`config.mk`:
```
export PLATFORM = sky130hd
export DESIGN_NAME = vpu_issue_seq
export DESIGN_NICKNAME = d
export VERILOG_FILES = /design/src/rtl/vpu_pkg.sv /design/src/rtl/vpu_issue_seq.sv
export SDC_FILE = /design/constraint.sdc
export NUM_CORES = 1
export LEC_CHECK = 0
export ABC_AREA = 1
export ABC_CLOCK_PERIOD_IN_PS = 3600
export BUFFER_PORTS_ARGS = -buffer_cell sky130_fd_sc_hd__buf_2
export CAP_MARGIN = 10
export CORE_ASPECT_RATIO = 0.6
export CORE_MARGIN = 2
export CORE_UTILIZATION = 50
export CTS_BUF_LIST = sky130_fd_sc_hd__clkbuf_8 sky130_fd_sc_hd__clkbuf_16
export DETAILED_ROUTE_END_ITERATION = 8
export PLACE_DENSITY_LB_ADDON = 0.08
export SLEW_MARGIN = 40
export SYNTH_ARGS = -nofsm -noshare
export SYNTH_HDL_FRONTEND = slang
export SYNTH_SLANG_ARGS = --single-unit
```
`constraint.sdc`:
```
create_clock -name clk -period 3.6 [get_ports clk]
set_clock_uncertainty 0.05 [all_clocks]
set_input_delay 0.18 -clock clk [delete_from_list [all_inputs] [get_ports clk]]
set_output_delay 0.18 -clock clk [all_outputs]
set_load 0.005 [all_outputs]
```
`src/rtl/vpu_pkg.sv`:
```
// Shared types for the VPU issue sequencer: opcodes, FSM states and the latched command.
package vpu_pkg;

    localparam int VPU_OP_W   = 4;
    localparam int VPU_ADDR_W = 10;
    localparam int VPU_LEN_W  = 11;

    localparam logic [VPU_OP_W-1:0] OP_ADD    = 4'd0;
    localparam logic [VPU_OP_W-1:0] OP_SUB    = 4'd1;
    localparam logic [VPU_OP_W-1:0] OP_RELU   = 4'd2;
    localparam logic [VPU_OP_W-1:0] OP_MUL    = 4'd3;
    localparam logic [VPU_OP_W-1:0] OP_D_RELU = 4'd4;
    localparam logic [VPU_OP_W-1:0] OP_MOV    = 4'd5;

    typedef enum logic [1:0] {IDLE, RUN, DRAIN, FIN} vpu_state_e;

    typedef struct packed {
        logic [VPU_OP_W-1:0]   opcode;
        logic [VPU_ADDR_W-1:0] src0;
        logic [VPU_ADDR_W-1:0] src1;
        logic [VPU_ADDR_W-1:0] dst;
        logic [VPU_LEN_W-1:0]  len;
    } vpu_cmd_t;

endpackage

```
`src/rtl/vpu_issue_seq.sv`:
```
// Issues one vector command to the element ALU: read (R), execute (E), write (W),
// one element per cycle, then a single-cycle done pulse.
module vpu_issue_seq
    import vpu_pkg::*;
#(
    parameter int DATA_W = 32,
    parameter int OP_W   = VPU_OP_W,
    parameter int ADDR_W = VPU_ADDR_W,
    parameter int LEN_W  = VPU_LEN_W
) (
    input  logic              clk,
    input  logic              rst,
    input  logic              cmd_valid,
    output logic              cmd_ready,
    input  logic [OP_W-1:0]   cmd_opcode,
    input  logic [ADDR_W-1:0] cmd_src0,
    input  logic [ADDR_W-1:0] cmd_src1,
    input  logic [ADDR_W-1:0] cmd_dst,
    input  logic [LEN_W-1:0]  cmd_len,
    output logic              rd_en,
    output logic [ADDR_W-1:0] rd_addr0,
    output logic [ADDR_W-1:0] rd_addr1,
    input  logic [DATA_W-1:0] rd_data0,
    input  logic [DATA_W-1:0] rd_data1,
    output logic              vpu_start,
    output logic [DATA_W-1:0] vpu_operand0,
    output logic [DATA_W-1:0] vpu_operand1,
    output logic [OP_W-1:0]   vpu_opcode,
    input  logic [DATA_W-1:0] vpu_result,
    output logic              wr_en,
    output logic [ADDR_W-1:0] wr_addr,
    output logic [DATA_W-1:0] wr_data,
    output logic              busy,
    output logic              done
);

    vpu_state_e        state_q, state_d;
    vpu_cmd_t          cmd_q;
    logic [LEN_W-1:0]  rd_idx_q;
    logic [ADDR_W-1:0] wr_idx_q;
    logic [1:0]        vld_pipe;     // [0] = stage E valid, [1] = stage W valid
    logic [ADDR_W-1:0] wr_addr_q;
    logic [DATA_W-1:0] wr_data_q;
    logic              hs;
    logic              last_issue;

    assign hs         = cmd_valid && cmd_ready;
    assign last_issue = (rd_idx_q == cmd_q.len - LEN_W'(1));

    always_comb begin
        state_d   = state_q;
        cmd_ready = 1'b0;
        busy      = 1'b0;
        done      = 1'b0;
        rd_en     = 1'b0;
        case (state_q)
            IDLE: begin
                cmd_ready = 1'b1;
                if (cmd_valid)
                    state_d = (cmd_len == '0) ? FIN : RUN;
            end
            RUN: begin
                busy  = 1'b1;
                rd_en = 1'b1;
                if (last_issue)
                    state_d = DRAIN;
            end
            DRAIN: begin
                busy = 1'b1;
                // last element sits in W with nothing behind it in E
                if (vld_pipe[1] && !vld_pipe[0])
                    state_d = FIN;
            end
            FIN: begin
                busy    = 1'b1;
                done    = 1'b1;
                state_d = IDLE;
            end
            default: state_d = IDLE;
        endcase
    end

    assign rd_addr0     = rd_en ? cmd_q.src0 + rd_idx_q[ADDR_W-1:0] : '0;
    assign rd_addr1     = rd_en ? cmd_q.src1 + rd_idx_q[ADDR_W-1:0] : '0;
    assign vpu_start    = vld_pipe[0];
    assign vpu_operand0 = vld_pipe[0] ? rd_data0 : '0;
    assign vpu_operand1 = vld_pipe[0] ? rd_data1 : '0;
    assign vpu_opcode   = vld_pipe[0] ? cmd_q.opcode : '0;
    assign wr_en        = vld_pipe[1];
    assign wr_addr      = wr_addr_q;
    assign wr_data      = wr_data_q;

    always_ff @(posedge clk) begin
        if (rst) begin
            state_q   <= IDLE;
            cmd_q     <= '0;
            rd_idx_q  <= '0;
            wr_idx_q  <= '0;
            vld_pipe  <= '0;
            wr_addr_q <= '0;
            wr_data_q <= '0;
        end else begin
            state_q  <= state_d;
            vld_pipe <= {vld_pipe[0], rd_en};
            if (rd_en)
                rd_idx_q <= rd_idx_q + LEN_W'(1);
            // W-stage registers drop to zero whenever no element is in flight
            if (vld_pipe[0]) begin
                wr_data_q <= vpu_result;
                wr_addr_q <= cmd_q.dst + wr_idx_q;
                wr_idx_q  <= wr_idx_q + ADDR_W'(1);
            end else begin
                wr_data_q <= '0;
                wr_addr_q <= '0;
            end
            if (hs) begin
                cmd_q    <= '{opcode: cmd_opcode, src0: cmd_src0, src1: cmd_src1,
                              dst: cmd_dst, len: cmd_len};
                rd_idx_q <= '0;
                wr_idx_q <= '0;
            end
        end
    end

endmodule
```
### Word-level counts from Yosys, hierarchy flattened

Index checks and enable logic that the tools add are counted.

* reductions and logical operators: 9
* equal/unequal tests: 7
* add/sub/neg operators: 6
* mux-type cells: 14
* bitwise operators: 1

Operators with widths (number)
* 2-to-1 mux 32 bit: 2
* adder 10 bit: 3
* 2-to-1 mux 10 bit: 2
* adder 11 x 1 -> 11 bit (second input constant): 1
* == test 11 bit: 1
* zero test 11 bit: 1
* subtractor 11 x 1 -> 11 bit (second input constant): 1
* adder 10 x 1 -> 10 bit (second input constant): 1
* 2-to-1 mux 2 bit: 4
* case mux 2 bit (4 select lines): 1
* != test 2 bit (second input constant): 3
* == test 2 bit (second input constant): 2
* 2-to-1 mux 1 bit: 4
* 2-to-1 mux 4 bit: 1
* OR reduction 2 bit: 2
* AND reduction 3 bit: 1
* OR reduction 3 bit: 1
* == test 2 x 1 -> 1 bit (second input constant): 1
* logical AND 1 bit: 2
* zero test 2 bit: 1
* zero test 1 bit: 1
* inverter 1 bit: 1

* output and inout bits: 136
* bits in registers: 112
* input bits: 144
* logic and storage cells: 48

### Longest topological paths before layout

* depth in word-level cells: 4
* depth in mapped cells: 15
* gate-level depth less buffers: 15

### Worst setup path after synthesis

OpenSTA, ideal clock, no wires.

* kind: reg-to-output
* start: register rd_idx_q[0]
* end: output port rd_addr0[8]
* arrival: 1.831 ns
* stages on the path, launching flop included: 12
* data required time: 3.370 ns
* slack: 1.539 ns
* buffers on the path: 0
* path through: dfxtp_1 -> ha_1 -> fa_1 -> nand3_1 -> nand3_1 -> nand2_1 -> nand2_1 -> a21oi_1 -> nor2_1 -> o21ai_0 -> a21oi_1 -> nor2_1

* longest elaborated chain between the ends: 2

RTL lines
* from (decl): line vpu_issue_seq.sv:39 `logic [LEN_W-1:0] rd_idx_q;`
* from (signal assigned): line vpu_issue_seq.sv:106 `rd_idx_q <= rd_idx_q + LEN_W'(1);`
* adder 10 bit: line vpu_issue_seq.sv:83 `assign rd_addr0 = rd_en ? cmd_q.src0 + rd_idx_q[ADDR_W-1:0] : '0;`
* 2-to-1 mux 10 bit: line vpu_issue_seq.sv:83
* to (decl): line vpu_issue_seq.sv:21 `output logic [ADDR_W-1:0] rd_addr0,`

Every way passes these cells.

### Final worst setup path

Ends and elaborated chain as after synthesis.

==> impl_metrics.env <==
export IMPL_status="complete, no violations"
export IMPL_die_area_sq_mm=0.01284
export IMPL_fin_crit_sh_pct=77.69
export IMPL_worstMarginPinSlew_ps=729.9
export IMPL_irDropWorstVdd_mv=0.3044
export IMPL_slowest_delay_ps=430
export IMPL_combPwrFrac_pct=36.8
export IMPL_setup_viol=0
export IMPL_holdWs_ps=8.656
export IMPL_synth_area_leaders="dfxtp_1 (38%), nand2_1 (11%), inv_1 (11%)"
export IMPL_core_sq_mm=0.01145
export IMPL_timing_fmax_mhz=357.5
export IMPL_antenna_found_initial=0
export IMPL_cp_arrival_ps=2570
export IMPL_drt_iter0_markers=464
export IMPL_slew_violations=0
export IMPL_antenna_cells=0
export IMPL_layout_drive_gt1_share_pct=26.19
export IMPL_cts_buffers=9
export IMPL_dpl_hpwl_mm=13.50
export IMPL_syn_num_nets=1078
export IMPL_hold_viol=0
export IMPL_leakage_nw=4.844
export IMPL_p_clk_share_pct=24.6
export IMPL_fin_util_pct=70.51
export IMPL_layout_common_cells="buf_2 (279), nand2_1 (168), inv_1 (167)"
export IMPL_clk_latency_ps=350
export IMPL_post_cts_buffers=0
export IMPL_maxCapViolations=0
export IMPL_rows=30
export IMPL_seqPwrFrac_pct=38.7
export IMPL_synth_top_area_share_pct=37.62
export IMPL_finalSetupTns_ps=0
export IMPL_via_per_inst=4.714
export IMPL_intPower_mw=2.497
export IMPL_rsz0062_at_grt="false"
export IMPL_cp_max_fo=6
export IMPL_yosysSeqAreaShare_pct=37.62
export IMPL_crit_chain="ha_1 > fa_1 > nand3_1 > nand3_1 > nand2_1 > nand2_1 > a21oi_1 > nor2_1 > o21ai_0 > nand3_1 > nand2_1 > nor2_1 > buf_2"
export IMPL_io_buffers=279
export IMPL_root_buffer="clkbuf_16"
export IMPL_cts_path_max_buffers=2
export IMPL_antenna_left=0
export IMPL_fp_dieH_microns=88.57
export IMPL_fill_cells=1004
export IMPL_period_needed_ps=2797
export IMPL_grt_usage_pct=27.25
export IMPL_multi_input_area_sq_mm=0.002964
export IMPL_grt_overflow_total=0
export IMPL_path_clk_slew_ps=80
export IMPL_grt_max_degree=76
export IMPL_crit_start="rd_idx_q[0]$_SDFFE_PP0P_"
export IMPL_layout_commonest_cell="buf_2"
export IMPL_worst_ep_required_time_ps=3370
export IMPL_end_kind="output port"
export IMPL_avgRoutedWirePerCell_microns=13.43
export IMPL_cts_sinks=112
export IMPL_powerDensity_mw_per_mm2=498.5
export IMPL_dr_pass1_iters=6
export IMPL_vias=6407
export IMPL_hold_class="in -> reg"
export IMPL_h_tree_depth=3
export IMPL_worstReg2RegStart="state_q[1]$_SDFFE_PP0P_"
export IMPL_total_power_mw=4.024
export IMPL_ff_latch_area_sq_mm=0.002243
export IMPL_fp_dieW_microns=144.9
export IMPL_cp_slowest_cell="fa_1"
export IMPL_crit_buf_inv=1
export IMPL_netlist_cell_type_count=34
export IMPL_synth_area_sq_mm=0.005959
export IMPL_ys_warnings_count=0
export IMPL_p_sw_mw=1.527
export IMPL_swShare_pct=37.94
export IMPL_start_kind="flip-flop"
export IMPL_routabilityCongestion=0.9184
export IMPL_syn_avg_cell_area_sq_um=6.651
export IMPL_cts_tree="done"
export IMPL_slew_headroom_pct=51.34
export IMPL_ys_ff_latch=112
export IMPL_yosys_area_top_type="dfxtp_1"
export IMPL_initial_core_util_pct=52.05
export IMPL_syn2layout_area_growth_pct=35.46
export IMPL_ioPinCount=280
export IMPL_path_delay_family="adder cells"
export IMPL_worstSetupPathType="reg -> out"
export IMPL_grt_first_pass_wirelength_mm=28.02
export IMPL_min_from="vpu_result[5]"
export IMPL_synth_cells=896
export IMPL_grt_pass1_vias=5518
export IMPL_nets=1376
export IMPL_wl_mm=18.25
export IMPL_drc_errors=0
==> routing by layer <==
| metal | share of wire [%] | global-route usage (%) |
|---|---|---|
| met1 | 49 | 40.22 |
| met2 | 42 | 41.30 |
| met3 | 7.8 | 6.701 |
| met4 | 0.71 | 4.140 |
| met5 | 0 | 0 |
==> what timing repair did <==
| action | 4_1_cts | 5_1_grt |
|---|---|---|
| hold buffers | 30 | 0 |
| hold endpoints to repair | 30 | 0 |
| resized for setup | 0 | 0 |
==> state kept, by name (all words and copies together), names as in the netlist <==
signal and cells:
vld_pipe 2, wr_idx_q 10, rd_idx_q 11, wr_addr 10, state_q 2, wr_data 32
cmd_q 45
==> worst min-delay path, cell delays in order <==
cell and delay [ps]:
buf_2 90, inv_1 50, nor2_1 40
==> power groups by stage <==
stage,Clock [mW],Sequential (mW),Combinational (mW)
after floorplan,0,1.55,0.960
after global placement,0,1.57,1.41
after detailed placement,0,1.58,1.43
after CTS,1.01,1.55,1.47
after global routing,1.06,1.58,1.68
final,0.989,1.56,1.48
==> area by class of cell <==
type | count | share of cell area (%)
sequential | 112 | 27.79
inverter | 169 | 7.858
multi-input combinational | 587 | 36.72
clock inverter | 6 | 0.6200
tap | 160 | 2.480
timing repair buffer | 315 | 21.57
clock buffer | 10 | 2.960
==> final timing paths <==
path | to | slack (ps) | depth (start not counted)
setup reg to reg | rd_idx_q[10]$_SDFFE_PP0P_ | 1320 | 10
setup / recovery | rd_addr0[8] | 800 | 13
hold reg to reg | cmd_q[43]$_SDFFE_PP0P_ | 430 | 2
hold / removal | wr_data[5]$_SDFF_PP0_ | 9 | 3
==> cell usage after synthesis (all sizes together) <==
cell type / instances
nand3b: 2
nor2: 173
buf: 6
nand3: 31
nand4: 5
fa: 3
xnor2: 5
xor2: 12
o21ai: 72
a21o: 3
o21bai: 1
a32oi: 1
nand2: 170
a21oi: 56
a31oi: 1
clkbuf: 22
a22oi: 1
nor4: 3
o21a: 2
inv: 167
a211oi: 1
clkinv: 2
and2: 1
ha: 35
nor3b: 1
dfxtp: 112
nor3: 8
==> logic make-up after synthesis <==
kind of cell | after synthesis | synth area share, %
compound gates | 138 | 12.01
xor+xnor | 17 | 2.498
fa+ha+maj | 38 | 8.356
buf+inv | 197 | 12.64
flops | 112 | 37.62
simple gates | 394 | 26.87
==> metrics by stage <==
step	cell area (sq um)	cells	setup slack, ps
detailed placement	7483	1313	1217
floorplan	5959	896	1539
global route	8073	1359	612.3
finish	8073	1359	803.0
CTS	8073	1359	827.9
global placement	7483	1313	1279
(Power assumes the default switching activity.)
